[config.mk]
export PLATFORM = sky130hd
export DESIGN_NAME = seg_scan_decoder
export DESIGN_NICKNAME = d
export VERILOG_FILES = /design/src/rtl/seg_scan_decoder.sv
export SDC_FILE = /design/constraint.sdc
export NUM_CORES = 1
export LEC_CHECK = 0
export CAP_MARGIN = 20
export CORE_ASPECT_RATIO = 0.6
export CORE_UTILIZATION = 55
export DETAILED_ROUTE_END_ITERATION = 10
export PLACE_DENSITY_LB_ADDON = 0.1
export REMOVE_ABC_BUFFERS = 1
export SYNTH_ARGS = -nofsm -noshare
export SYNTH_HDL_FRONTEND = slang
export SYNTH_SLANG_ARGS = --single-unit
[constraint.sdc]
create_clock -name clk -period 9.5 [get_ports clk]
set_input_delay 1.9 -clock clk [delete_from_list [all_inputs] [get_ports clk]]
set_output_delay 1.9 -clock clk [all_outputs]
set_load 0.05 [all_outputs]
[src/rtl/seg_scan_decoder.sv]
// rtl/seg_scan_decoder.sv - monitor that decodes a scanned 8-digit 7-segment bus into A, B and result
module seg_scan_decoder #(
    parameter int unsigned STABLE_CYCLES = 16,
    parameter int unsigned FRAME_TIMEOUT = 1_000_000
) (
    input  logic       clk,
    input  logic       rst_n,
    input  logic [6:0] seg,
    input  logic [7:0] an,
    output logic [2:0] a_val,
    output logic [2:0] b_val,
    output logic [2:0] res_val,
    output logic       frame_valid,
    output logic       frame_err
);

    localparam logic [15:0] STABLE_LIM  = 16'(STABLE_CYCLES);
    localparam logic [23:0] TIMEOUT_LIM = 24'(FRAME_TIMEOUT - 1);

    // Character codes: 0..4 are the digits themselves.
    localparam logic [2:0] CH_MINUS = 3'd5;
    localparam logic [2:0] CH_BLANK = 3'd6;
    localparam logic [2:0] CH_ILL   = 3'd7;

    typedef enum logic [1:0] {S_IDLE, S_COLLECT, S_CHECK} state_t;

    function automatic logic [2:0] decode_char(input logic [6:0] s);
        case (s)
            7'b1000000: return 3'd0;
            7'b1111001: return 3'd1;
            7'b0100100: return 3'd2;
            7'b0110000: return 3'd3;
            7'b0011001: return 3'd4;
            7'b0111111: return CH_MINUS;
            7'b1111111: return CH_BLANK;
            default:    return CH_ILL;
        endcase
    endfunction

    // Returns {legal, value} for a sign/magnitude character pair.
    function automatic logic [3:0] judge(input logic [2:0] sgn, input logic [2:0] mag);
        logic [3:0] r;
        r = 4'b0000;
        if (sgn == CH_BLANK && mag <= 3'd3)
            r = {1'b1, mag};
        else if (sgn == CH_MINUS && mag >= 3'd1 && mag <= 3'd4)
            r = {1'b1, 3'd0 - mag};
        return r;
    endfunction

    logic [7:0]      an_q;
    logic [6:0]      seg_q;
    logic [2:0]      prev_idx_q, prev_idx_d;
    logic [6:0]      prev_seg_q, prev_seg_d;
    logic [15:0]     dwell_q, dwell_d;
    state_t          state_q, state_d;
    logic [5:0]      mask_q, mask_d;
    logic [5:0][2:0] slot_q, slot_d;
    logic [23:0]     timer_q, timer_d;
    logic            pend_q, pend_d;
    logic [2:0]      pend_idx_q, pend_idx_d;
    logic [2:0]      pend_code_q, pend_code_d;
    logic [2:0]      a_q, a_d, b_q, b_d, r_q, r_d;
    logic            fv_q, fv_d, fe_q, fe_d;

    logic [3:0]      low_cnt;
    logic [2:0]      dig_idx;
    logic            dig_ok;
    logic            cap;
    logic            cap_lo;
    logic [2:0]      cap_code;
    logic [3:0]      j_a, j_b, j_r;

    // Find the single low anode; anything else means no digit is selected.
    always_comb begin
        low_cnt = '0;
        dig_idx = '0;
        for (int i = 0; i < 8; i++) begin
            if (!an_q[i]) begin
                low_cnt = low_cnt + 4'd1;
                dig_idx = 3'(i);
            end
        end
        dig_ok = (low_cnt == 4'd1);
    end

    // Dwell counter: restart on any change, capture once when it reaches the limit.
    always_comb begin
        dwell_d    = dwell_q;
        cap        = 1'b0;
        prev_idx_d = prev_idx_q;
        prev_seg_d = prev_seg_q;
        if (!dig_ok) begin
            dwell_d = '0;
        end else begin
            prev_idx_d = dig_idx;
            prev_seg_d = seg_q;
            if (dwell_q == '0 || dig_idx != prev_idx_q || seg_q != prev_seg_q) begin
                dwell_d = 16'd1;
            end else if (dwell_q != STABLE_LIM) begin
                dwell_d = dwell_q + 16'd1;
                cap     = (dwell_q + 16'd1 == STABLE_LIM);
            end
        end
    end

    assign cap_lo   = cap && (dig_idx < 3'd6);
    assign cap_code = decode_char(seg_q);
    assign j_a      = judge(slot_q[0], slot_q[1]);
    assign j_b      = judge(slot_q[2], slot_q[3]);
    assign j_r      = judge(slot_q[4], slot_q[5]);

    // Frame collection FSM: collect slots, check the full frame, handle timeout.
    always_comb begin
        state_d     = state_q;
        mask_d      = mask_q;
        slot_d      = slot_q;
        timer_d     = timer_q;
        pend_d      = pend_q;
        pend_idx_d  = pend_idx_q;
        pend_code_d = pend_code_q;
        a_d         = a_q;
        b_d         = b_q;
        r_d         = r_q;
        fv_d        = 1'b0;
        fe_d        = 1'b0;
        case (state_q)
            S_IDLE: begin
                timer_d = '0;
                for (int i = 0; i < 6; i++) begin
                    if (pend_q && pend_idx_q == 3'(i)) begin
                        slot_d[i] = pend_code_q;
                        mask_d[i] = 1'b1;
                    end
                    if (cap_lo && dig_idx == 3'(i)) begin
                        slot_d[i] = cap_code;
                        mask_d[i] = 1'b1;
                    end
                end
                pend_d = 1'b0;
                if (pend_q || cap_lo)
                    state_d = S_COLLECT;
            end
            S_COLLECT: begin
                if (mask_q == 6'h3F) begin
                    state_d = S_CHECK;
                    if (cap_lo) begin
                        pend_d      = 1'b1;
                        pend_idx_d  = dig_idx;
                        pend_code_d = cap_code;
                    end
                end else if (cap_lo) begin
                    timer_d = '0;
                    for (int i = 0; i < 6; i++) begin
                        if (dig_idx == 3'(i)) begin
                            slot_d[i] = cap_code;
                            mask_d[i] = 1'b1;
                        end
                    end
                end else if (timer_q == TIMEOUT_LIM) begin
                    timer_d = '0;
                    mask_d  = '0;
                    fe_d    = 1'b1;
                    state_d = S_IDLE;
                end else begin
                    timer_d = timer_q + 24'd1;
                end
            end
            S_CHECK: begin
                if (j_a[3] && j_b[3] && j_r[3]) begin
                    a_d  = j_a[2:0];
                    b_d  = j_b[2:0];
                    r_d  = j_r[2:0];
                    fv_d = 1'b1;
                end else begin
                    fe_d = 1'b1;
                end
                mask_d  = '0;
                timer_d = '0;
                state_d = S_IDLE;
                if (cap_lo) begin
                    pend_d      = 1'b1;
                    pend_idx_d  = dig_idx;
                    pend_code_d = cap_code;
                end
            end
            default: begin
                state_d = S_IDLE;
                mask_d  = '0;
            end
        endcase
    end

    // State registers; input sampling stage resets to the idle bus levels.
    always_ff @(posedge clk or negedge rst_n) begin
        if (!rst_n) begin
            an_q        <= 8'hFF;
            seg_q       <= 7'h7F;
            prev_idx_q  <= '0;
            prev_seg_q  <= '0;
            dwell_q     <= '0;
            state_q     <= S_IDLE;
            mask_q      <= '0;
            slot_q      <= '0;
            timer_q     <= '0;
            pend_q      <= 1'b0;
            pend_idx_q  <= '0;
            pend_code_q <= '0;
            a_q         <= '0;
            b_q         <= '0;
            r_q         <= '0;
            fv_q        <= 1'b0;
            fe_q        <= 1'b0;
        end else begin
            an_q        <= an;
            seg_q       <= seg;
            prev_idx_q  <= prev_idx_d;
            prev_seg_q  <= prev_seg_d;
            dwell_q     <= dwell_d;
            state_q     <= state_d;
            mask_q      <= mask_d;
            slot_q      <= slot_d;
            timer_q     <= timer_d;
            pend_q      <= pend_d;
            pend_idx_q  <= pend_idx_d;
            pend_code_q <= pend_code_d;
            a_q         <= a_d;
            b_q         <= b_d;
            r_q         <= r_d;
            fv_q        <= fv_d;
            fe_q        <= fe_d;
        end
    end

    assign a_val       = a_q;
    assign b_val       = b_q;
    assign res_val     = r_q;
    assign frame_valid = fv_q;
    assign frame_err   = fe_q;

endmodule

After elaboration in Yosys (flattened, before gate mapping). Index checks and enable logic that the tools add are counted.

Flip-flop bits (word level): 109. Input bits: 17. Word-level logic and storage cells: 256.

$add $sub $neg: 12. Order comparisons: 10. Equal/unequal tests: 58. Multiplexer cells: 96. Reductions and logical operators: 53.

Operators with widths (number): $mux 3 (28); $mux 24 (3); $mux 4 (13); $mux 16 (3); $pmux 24 s2 (1); $ne 3x3->1 const B (15); $mux 18 (2); $pmux 18 s2 (1); $mux 1 (31); $eq 3x3->1 const B (10); $reduce_and 5->1 (6); $add 4x1->4 const B (7); $add 24x1->24 const B (1); $eq 24x20->1 const B (1); $logic_and 1x1->1 (24); $reduce_and 4->1 (6); $eq 7x6->1 const B (3); $eq 7x7->1 const B (3); $pmux 3 s7 (1); $ne 2x2->1 const B (10); $mux 6 (3); $add 16x1->16 const B (1); $eq 16x5->1 const B (1); $logic_not 16->1 (1); 30 further kinds (54).

Longest topological paths before layout. Gate-level depths: netlist of the first run.

Depth after elaboration: 21. Mapped depth: 27. Depth with buffers taken out: 25.

Least setup slack after synthesis of the first run. OpenSTA, ideal clock, no wires.

Kind: reg2reg. Start: register an_q[0]. End: register slot_q[11] in the netlist's numbering. Setup time: 125 ps. Arrival time: 4621 ps. Data required time: 9375 ps. Setup slack: 4754 ps. Stages on the path, launching flop included: 25. Path buffers: 0. Period minus slack after synthesis: 4746 ps. Path through: dfstp_2 > inv_1 > ha_1 > xnor2_1 > ha_1 > nand2b_1 > nand2_1 > ha_1 > nor2b_1 > a21o_1 > ha_1 > inv_1 > o32ai_1 > nor2_1 > inv_1 > ha_1 > nor2_1 > a21oi_1 > ha_1 > nor2b_1 > o221ai_1 > nand4b_2 > o31a_1 > mux2_1 > mux2_2.

Cells in the longest elaborated chain, start to end: 21.

Ends and longest elaborated chain: from (decl) (line 51) `logic [7:0] an_q;`; from (signal assigned) (line 215) `an_q <= an;`; $mux 1 (*) (line 79) `if (!an_q[i]) begin`; $add 4x1->4 (line 80) `low_cnt = low_cnt + 4'd1;`; $mux 4 (*) (line 79); $add 4x1->4 (line 80); $mux 4 (*) (line 79); $add 4x1->4 (line 80); $mux 4 (*) (line 79); $add 4x1->4 (line 80); [5 not listed]; $add 4x1->4 (line 80); $mux 4 (*) (line 79); $eq 4x1->1 (*) (line 84) `dig_ok = (low_cnt == 4'd1);`; $mux 1 (*) (line 93) `if (!dig_ok) begin`; $logic_and 1x1->1 (*) (line 107) `assign cap_lo = cap && (dig_idx < 3'd6);`; $logic_and 1x1->1 (line 135) `if (cap_lo && dig_idx == 3'(i)) begin`; $ne 3x3->1 (no line) or $mux 3 (tied branches); $reduce_and 5->1 (no line) or $pmux 18 s2 (tied branches); to (signal assigned) (line 222) `slot_q <= slot_d;`; to (decl) (line 58) `logic [5:0][2:0] slot_q, slot_d;`.

Every way passes the cells marked *; elsewhere a longest branch is shown, timed or not. A chain may end at the register's enable or synchronous reset.

Final worst setup path of the first run.
Start: register an_q[1]. End: register dwell_q[13].

Cells in the longest elaborated chain, start to end: 15.

Ends and longest elaborated chain: $mux 4 (line 79); $add 4x1->4 (line 80); $mux 4 (line 79); $add 4x1->4 (line 80); $mux 4 (line 79); $add 4x1->4 (line 80); $mux 4 (line 79); $add 4x1->4 (line 80); $mux 4 (line 79); $add 4x1->4 (line 80); $mux 4 (line 79); $add 4x1->4 (line 80); $mux 4 (line 79); $eq 4x1->1 (line 84); $ne 3x1->1 (no line) or $mux 16 (tied branches); to (signal assigned) (line 219) `dwell_q <= dwell_d;`; to (decl) (line 55) `logic [15:0] dwell_q, dwell_d;`.

Parallel ways exist; a longest one is shown, timed or not.

==> results of run 1 <==
==> metal layers <==
metal	share of wire (%)	global-route usage [%]	vias to the layer above
li1	-	-	2609
met1	51	41.0	2640
met2	41	36.9	216
met3	7.2	5.78	15
met4	0.81	5.65	0
met5	0	0	-
==> cell families after synthesis <==
group           after synthesis  synth area share [%]
simple gates                278                  21.8
fa+ha+maj                    27                  4.98
xor+xnor                     37                  5.65
compound gates              153                  15.9
mux                          47                  7.49
flops                       109                  40.5
buf+inv                      58                  3.60
==> sequential cells by signal, indices dropped and copies added (netlist names) <==
name / flops
seg_q: 7
dwell_q: 16
pend_idx_q: 3
prev_seg_q: 7
state_q: 2
prev_idx_q: 3
an_q: 8
slot_q: 18
pend_q: 1
res_val: 3
frame_valid: 1
timer_q: 24
frame_err: 1
a_val: 3
pend_code_q: 3
b_val: 3
mask_q: 6
==> placed cells by master (no fill, tap or decap), types with 4 or more instances in the layout <==
| master | Yosys | layout |
|---|---|---|
| a211oi_1 | 6 | 6 |
| a21oi_1 | 26 | 26 |
| a22o_1 | 6 | 6 |
| a22oi_1 | 4 | 4 |
| a31oi_1 | 18 | 18 |
| and2_1 | 4 | 4 |
| and3_1 | 14 | 14 |
| and4_1 | 4 | 4 |
| buf_4 | 1 | 4 |
| clkbuf_16 | 0 | 9 |
| clkdlybuf4s50_1 | 0 | 26 |
| dfrtp_1 | 94 | 94 |
| dfstp_2 | 15 | 15 |
| ha_1 | 27 | 27 |
| inv_1 | 29 | 29 |
| mux2_1 | 11 | 11 |
| mux2_2 | 19 | 19 |
| mux2i_1 | 17 | 17 |
| nand2_1 | 66 | 66 |
| nand2b_1 | 14 | 14 |
| nand3_1 | 25 | 25 |
| nand3b_1 | 5 | 5 |
| nand4_1 | 11 | 11 |
| nor2_1 | 60 | 60 |
| nor2b_1 | 18 | 18 |
| nor3_1 | 15 | 15 |
| nor3b_1 | 4 | 4 |
| nor4_1 | 13 | 13 |
| o21a_1 | 5 | 5 |
| o21ai_0 | 30 | 30 |
| o21ai_1 | 4 | 4 |
| o31a_1 | 8 | 8 |
| o31ai_1 | 4 | 4 |
| or3_1 | 4 | 4 |
| xnor2_1 | 21 | 21 |
| xor2_1 | 12 | 12 |
==> power groups by stage <==
stage               Combinational (uW)  Sequential [uW]  Clock [uW]
floorplan                          144              522           0
global placement                   184              528           0
detailed placement                 192              531           0
CTS                                193              522         372
global route                       214              526         390
finish                             193              523         367
==> how the worst max path moves through the flow <==
stage                        endpoint  slack [ns]  cells past startpoint
after floorplan           timer_q[20]        4.44                     24
after global placement    dwell_q[12]        4.28                     24
after detailed placement  dwell_q[12]        3.99                     24
after CTS                 dwell_q[13]        3.92                     24
after global routing      dwell_q[13]        3.48                     24
final                     dwell_q[13]        3.91                     24
==> final cells by class <==
| cell class | instances | area (um^2) |
|---|---|---|
| Fill cell | 916 | 4210 |
| Multi-Input combinational cell | 542 | 3790 |
| Sequential cell | 109 | 2750 |
| Timing Repair Buffer | 30 | 290 |
| Clock buffer | 10 | 229 |
| Tap cell | 160 | 200 |
| Inverter | 29 | 109 |
| Clock inverter | 6 | 58.8 |
==> worst max-delay path: cells and delay by family, from the launching register on <==
| kind | cells | cell delay [ns] |
|---|---|---|
| fa+ha+maj | 6 | 1.60 |
| flops | 1 | 0.55 |
| compound gates | 6 | 1.42 |
| buf+inv | 3 | 0.16 |
| simple gates | 8 | 1.54 |
| xor+xnor | 1 | 0.23 |
==> per-stage QoR <==
step / cells / worst slack, ns / instance area, um^2
final: 886 / 3.91 / 7420
after global routing: 886 / 3.48 / 7420
after CTS: 886 / 3.92 / 7420
after detailed placement: 870 / 3.99 / 7140
after global placement: 870 / 4.28 / 7140
after floorplan: 680 / 4.44 / 6650
==> impl_metrics.tcl, run 1 <==
set metrics [dict create \
    num_antenna_cells 0 \
    switchingPower_uw 320 \
    hold-worst-slack_ns 0.480 \
    post-route-drc-count 0 \
    grt_max_degree 59 \
    pwr-share-clk_pct 33.9 \
    vias 5480 \
    cts_root_buf "clkbuf_16" \
    synthToLayoutAreaGrowth_pct 9.49 \
    routed_via_density 6.19 \
    cts.clk_slew.worst_paths_ns 0.07 \
    clockBufferDepth 2 \
    dr.first_iter.drc_count 521 \
    maxCapViolCount 0 \
    detail-route-antenna-nets 0 \
    yosysSeqAreaShare_pct 40.5 \
    rsz0062_at_grt "no" \
    syn_area_mm2 0.00678 \
    dp_hpwl_mm 11.7 \
    p_leak_uw 0.00314 \
    routedWlPerCell_um 18.0 \
    p_comb_share_pct 17.8 \
    holdBufCountCts 0 \
    yosys-top-cells-area "dfrtp_1 35%, dfstp_2 5.8%, ha_1 5.0%" \
    ys_types 79 \
    ioPinCount 28 \
    syn_area_per_cell_um2 9.56 \
    synth_area_leader_cell "dfrtp_1" \
    synthFlopType "dfrtp_1" \
    rr_startpoint "an_q[1]" \
    finalHoldViolations 0 \
    status "completed" \
    insertion_delay_ns 0.36 \
    startpoint "an_q[1]" \
    path_max_fanout 15 \
    worstMarginPinSlew_ns 0.776 \
    power_frac_seq_pct 48.3 \
    cts.repair.resized 0 \
    required_ns 9.77 \
    period_minus_slack_ns 5.59 \
    reg2reg_setup_slack_ns 3.91 \
    wl_mm 15.9 \
    cts_sinks 109 \
    hold_end "timer_q[18]" \
    cts_buffers 9 \
    final_max_slew_viol_count 0 \
    track_usage_pct 26.3 \
    die_h_um 88.0 \
    core_mm2 0.0116 \
    cts_tree "built" \
    rows 30 \
    switching_share_pct 29.6 \
    cts_setup_buffers 0 \
    max_freq_ghz 0.179 \
    reg2regPathDepth 24 \
    gr-total-overflow 0 \
    critPathKind "flip-flop to flip-flop" \
    ir_drop_v 0.0000762 \
    layout-drive-gt1-share_pct 10.1 \
    grt_pass1_wl_mm 26.5 \
    final_nets 765 \
    post-route-period-util_pct 58.8 \
    dieArea_mm2 0.0128 \
    hp-class "flip-flop to flip-flop" \
    dr.pass1.iters 6 \
    async_flop_share_pct 100 \
    h-tree-depth 3 \
    holdCritStartpoint "timer_q[18]" \
    grt_pass1_vias 5020 \
    p_int_uw 763 \
    synth-warning-count 0 \
    finalSetupTns_ns 0 \
    setup.worst_path.start_class "flip-flop" \
    synth_edf_count 0 \
    cp_cell_sequence "inv_1 > ha_1 > xnor2_1 > ha_1 > nand2b_1 > nand2_1 > ha_1 > nor2b_1 > a21o_1 > ha_1 > inv_1 > o32ai_1 > nor2_1 > inv_1 > ha_1 > nor2_1 > a21oi_1 > ha_1 > nor2b_1 > o221ai_1 > o21bai_2 > nor2_2 > o211ai_1 > nor2_1" \
    holdPathStages 1 \
    rr_endpoint "dwell_q[13]" \
    synth_common_cells "94 x dfrtp_1, 66 x nand2_1, 60 x nor2_1" \
    synth_top_area_share_pct 34.7 \
    skew_ns 0.0160 \
    finalSetupViolations 0 \
    end_kind "flip-flop" \
    syn_inst 709 \
    fin_util_pct 63.8 \
    power_density_mw_per_mm2 146 \
    synth_most_common_cell "dfrtp_1" \
    ys_ff_latch 109 \
    io_buffers 27 \
    die_w_um 145 \
    cpPeakStageDelay_ns 0.60 \
    gp_congestion 0.940 \
    p_total_uw 1080 \
    initial_core_util_pct 58.3 \
    antenna_found_initial 0 \
    path_common_cell "ha_1" \
    cp_slowest_cell "nor2_2" \
    arrival_ns 5.86 \
    slew-limit-headroom_pct 47.8 \
]
Note: power is estimated with default switching activity, not from simulation.
==> inputs of run 2 (changes only) <==
clock period = 5.09 ns   (was 9.5 ns; I/O delays follow)
==> run 2 against run 1 <==
Cell count is 2.8% higher. Sequential power increased by 86%. Critical path depth unchanged.
==> impl_metrics.tcl, run 2 (synthesis gave the netlist of run 1 again) <==
set metrics [dict create \
    status "completed" \
    dp_hpwl_mm 11.8 \
    core_mm2 0.0116 \
    cts_root_buf "clkbuf_16" \
    wl_mm 16.7 \
    finalSetupViolations 0 \
    rows 30 \
    period_minus_slack_ns 4.99 \
    multiInputGateArea_mm2 0.00407 \
    path_max_fanout 6 \
    antenna_found_initial 0 \
    worstMarginPinSlew_ns 0.987 \
    required_ns 5.33 \
    h-tree-depth 3 \
    gp_congestion 0.944 \
    setup.worst_path.start_class "flip-flop" \
    maxCapViolCount 0 \
    rsz0062_at_grt "yes" \
    post-route-drc-count 0 \
    cp_slowest_cell "dfstp_2" \
    detail-route-antenna-nets 0 \
    layout.cells.most_common "dfrtp_1" \
    layout-drive-gt1-share_pct 18.0 \
    cpPeakStageDelay_ns 0.56 \
    dr.pass1.iters 5 \
    grt_max_degree 76 \
    end_kind "flip-flop" \
    io_buffers 27 \
    dieArea_mm2 0.0128 \
    arrival_ns 5.22 \
    skew_ns 0.00939 \
    path_common_cell "ha_1" \
    gr-total-overflow 0 \
    power_density_mw_per_mm2 277 \
    hp-class "flip-flop to flip-flop" \
    vias 5632 \
    synthToLayoutAreaGrowth_pct 17.2 \
    fin_ws_ns 0.102 \
    clockBufferDepth 2 \
    routed_via_density 6.18 \
    top_regs "timer_q: 24 flops, slot_q: 18 flops, dwell_q: 16 flops" \
    die_w_um 145 \
    top_register "timer_q" \
    insertion_delay_ns 0.35 \
    initial_core_util_pct 58.3 \
    cp_cell_sequence "inv_2 > ha_4 > xnor2_2 > ha_1 > nand2b_1 > nand2_1 > ha_1 > nor2b_4 > a21o_1 > ha_1 > inv_2 > o32ai_4 > nor2_2 > inv_1 > ha_1 > nor2_1 > a21oi_1 > ha_2 > nor2b_4 > o221ai_4 > o21bai_4 > nor4b_4 > o22ai_2 > a221o_1" \
    routedWlPerCell_um 18.3 \
    dp.cells 884 \
    grt_pass1_wl_mm 26.8 \
    max_freq_ghz 0.200 \
    ioPinCount 28 \
    critPathKind "flip-flop to flip-flop" \
    cts_sinks 109 \
    post-route-period-util_pct 98.0 \
    cts_buffers 9 \
    largest_reg_flops 24 \
    fill_cells 895 \
    cts.clk_slew.worst_paths_ns 0.08 \
    final_cell_mix "94 x dfrtp_1, 66 x nand2_1, 57 x nor2_1" \
    slew-limit-headroom_pct 34.2 \
    track_usage_pct 26.6 \
    final_nets 790 \
    final_max_slew_viol_count 0 \
    place_ws_ns -0.132 \
    p_leak_uw 0.00337 \
    finalHoldViolations 0 \
    dr.first_iter.drc_count 421 \
    die_h_um 88.0 \
    regArea_mm2 0.00275 \
    stdcell_count 911 \
    grt_pass1_vias 5249 \
    critPathTopFamily "adder cells" \
    crit_buf_inv 3 \
    cts_tree "built" \
    ir_drop_v 0.000170 \
    num_antenna_cells 0 \
]
==> run 2: cell count changes in the layout (fill, tap and decap cells not counted), sizes merged <==
cell and delta:
clkbuf -1, bufinv +1, clkinv +2, clkinvlp -3, buf +24, nand4b +1, inv +1
==> run 2: through the flow <==
step | setup TNS, ns | cell area, um^2 | hold WS (ns) | util, % | power, uW
2_1_floorplan | 0 | 6650 | 0.443 | - | 1240
3_3_place_gp | 0 | 7250 | 0.454 | 62.3 | 1340
3_5_place_dp | -1.62 | 7250 | 0.464 | 62.3 | 1360
4_1_cts | 0 | 7630 | 0.474 | 65.6 | 2130
5_1_grt | -1.74 | 7940 | 0.503 | 68.3 | 2300
6_report | 0 | 7940 | 0.471 | 68.3 | 2200
==> run 2: per-layer routing <==
layer,wire length [um],vias up,global-route usage (%)
met5,0,-,0
met4,135,0,5.45
met3,1310,18,6.46
met2,6930,212,38.5
met1,8300,2735,40.2
li1,-,2667,-
==> run 2: path summary, 6_finish.rpt <==
path	start	to	slack [ns]	depth (start not counted)
worst max-delay path	an_q[1]	slot_q[14]	0.10	24
worst min-delay path	timer_q[18]	timer_q[18]	0.47	1
worst max register to register	an_q[1]	slot_q[14]	0.10	24
worst min register to register	timer_q[18]	timer_q[18]	0.47	1
max in group asynchronous	rst_n	seg_q[1]	3.22	2
min in group asynchronous	rst_n	mask_q[2]	0.82	1
==> run 2: layout make-up <==
class                      count  share of cell area, %
clock buffer                   9                   2.84
clock inverter                 7                   1.15
tap                          160                   2.52
sequential                   109                   34.6
inverter                      29                   1.37
timing repair buffer          54                   6.28
multi-input combinational    543                   51.3
==> run 2: what timing repair did <==
action,in CTS,in global routing
cloned,0,2
pin swaps,2,17
setup buffers,2,8
gates resized for setup,8,54
endpoints found under the setup margin,45,79
hold buffers,0,0
==> run 2: where the power goes <==
group / leakage, uW / total [uW] / switching, uW / internal (uW)
Combinational: 0.00177 / 481 / 246 / 235
Clock: 0.000157 / 748 / 353 / 395
Sequential: 0.00144 / 973 / 51.8 / 921
==> inputs of run 3 (changes only) <==
CELL_PAD_IN_SITES_DETAIL_PLACEMENT = 1   (was not set)
CELL_PAD_IN_SITES_GLOBAL_PLACEMENT = 2   (was not set)
CORE_UTILIZATION = 36   (was 55)
==> run 3 against run 2 <==
The run now ends with DRC left. Die area increased by 52%. Cell count increased by 8.8%. Total power decreased by 0.67%. Largest cell class unchanged. Highest routed layer unchanged.
==> impl_metrics.tcl, run 3 (synthesis gave the netlist of run 1 again) <==
set metrics [dict create \
    finalSetupViolations 0 \
    fin_ws_ns 0.128 \
    die_h_um 108 \
    hold-worst-slack_ns 0.480 \
    end_kind "flip-flop" \
    core_mm2 0.0183 \
    pwr-share-clk_pct 33.6 \
    worstMarginPinSlew_ns 0.893 \
    power_density_mw_per_mm2 276 \
    reg2reg_setup_slack_ns 0.13 \
    die_w_um 179 \
    regArea_mm2 0.00275 \
    reg2regPathDepth 25 \
    largest_reg_flops 24 \
    setup.worst_path.start_class "flip-flop" \
    period_minus_slack_ns 4.96 \
    grt_max_degree 69 \
    synthToLayoutAreaGrowth_pct 16.9 \
    holdBufCountCts 0 \
    switching_share_pct 30.1 \
    track_usage_pct 21.2 \
    routed_via_density 5.61 \
    slew-limit-headroom_pct 40.4 \
    cts_buffers 9 \
    gp_congestion 0.826 \
    rr_endpoint "slot_q[9]" \
    layout.cells.most_common "dfrtp_1" \
    ir_drop_v 0.000186 \
    critPathKind "flip-flop to flip-flop" \
    vias 5560 \
    finalHoldViolations 0 \
    cts.clk_slew.worst_paths_ns 0.08 \
    maxCapViolCount 0 \
    h-tree-depth 3 \
    power_frac_seq_pct 44.8 \
    cts_sinks 109 \
    fin_util_pct 43.4 \
    final_nets 790 \
    place_ws_ns -0.108 \
    arrival_ns 5.25 \
    p_comb_share_pct 21.6 \
    dr.pass1.iters 10 \
    holdPathStages 1 \
    skew_ns 0.0143 \
    num_antenna_cells 0 \
    rows 38 \
    dp_hpwl_mm 14.1 \
    routedWlPerCell_um 19.8 \
    clockBufferDepth 2 \
    final_max_slew_viol_count 0 \
    insertion_delay_ns 0.37 \
    switchingPower_uw 658 \
    rsz0062_at_grt "yes" \
    grt_pass1_vias 5548 \
    status "finished with violations" \
    finalSetupTns_ns 0 \
    holdCritStartpoint "timer_q[18]" \
    p_leak_uw 0.00332 \
    required_ns 5.38 \
    rr_startpoint "an_q[1]" \
    top_register "timer_q" \
    hold_end "timer_q[18]" \
    ioPinCount 28 \
    io_buffers 27 \
    initial_core_util_pct 37.1 \
    grt_pass1_wl_mm 31.3 \
    gr-total-overflow 0 \
    fill_cells 2073 \
    detail-route-antenna-nets 0 \
    hp-class "flip-flop to flip-flop" \
    layout-drive-gt1-share_pct 16.1 \
    dieArea_mm2 0.0194 \
    dr.first_iter.drc_count 432 \
    top_regs "timer_q: 24 flops, slot_q: 18 flops, dwell_q: 16 flops" \
    multiInputGateArea_mm2 0.00398 \
    post-route-period-util_pct 97.5 \
    max_freq_ghz 0.202 \
    post-route-drc-count 8 \
    path_max_fanout 5 \
    cts_tree "built" \
    final_cell_mix "94 x dfrtp_1, 65 x nand2_1, 59 x nor2_1" \
    antenna_found_initial 0 \
    cts_root_buf "clkbuf_16" \
    wl_mm 19.6 \
    failed_checks "DRC" \
    p_int_uw 1530 \
]
run 3: power groups by stage:
stage	registers (uW)	logic, uW	clock network (uW)
floorplan	975	268	0
global placement	987	386	0
detailed placement	993	402	0
CTS	977	414	759
global route	986	518	795
finish	979	473	735
run 3: metrics by stage:
step,instance area [um^2],instances,total power (uW)
6_report,7930,991,2190
5_1_grt,7930,991,2300
4_1_cts,7740,986,2150
3_5_place_dp,7390,969,1400
3_3_place_gp,7390,969,1370
2_1_floorplan,6650,680,1240
run 3: final cells by class:
type	instances	share of cell area, %
Inverter	29	1.37
Tap cell	240	3.79
Clock inverter	4	0.458
Timing Repair Buffer	54	6.23
Multi-Input combinational cell	543	50.1
Sequential cell	109	34.6
Clock buffer	12	3.36
run 3: layer usage:
| metal | global-route usage [%] | routed length (um) |
|---|---|---|
| met4 | 5.28 | 192 |
| met2 | 27.2 | 7740 |
| met5 | 0 | 0 |
| met1 | 34.4 | 11100 |
| met3 | 4.43 | 648 |
run 3: repair_timing:
item / CTS / global route
resized for setup: 7 / 30
gates cloned: 0 / 1
setup buffers: 1 / 4
pin swaps: 1 / 14
endpoints found under the setup margin: 40 / 81
run 3: critical path, cell delays in order, from the launching register on:
cell,delay [ns]
dfstp_2,0.55
inv_2,0.05
ha_4,0.26
xnor2_2,0.14
ha_1,0.31
nand2b_1,0.12
nand2_2,0.09
ha_4,0.21
nor2b_4,0.12
a21o_1,0.15
ha_1,0.28
inv_1,0.08
o32ai_2,0.08
nor2_1,0.17
inv_1,0.06
ha_1,0.27
nor2_1,0.04
a21oi_1,0.14
ha_2,0.20
nor2b_4,0.17
o221ai_4,0.13
nand4b_4,0.26
o31a_1,0.30
o22ai_2,0.26
buf_4,0.19
mux2i_1,0.22
run 3: worst max-delay path by stage:
stage | slack, ns | cells past startpoint | start | endpoint
6_report | 0.13 | 25 | an_q[1] | slot_q[9]
5_1_grt | -0.10 | 24 | an_q[1] | slot_q[14]
4_1_cts | 0.02 | 26 | an_q[0] | slot_q[17]
3_5_place_dp | -0.11 | 25 | an_q[0] | slot_q[17]
3_3_place_gp | 0.05 | 25 | an_q[0] | slot_q[17]
2_1_floorplan | 0.03 | 24 | an_q[0] | timer_q[20]
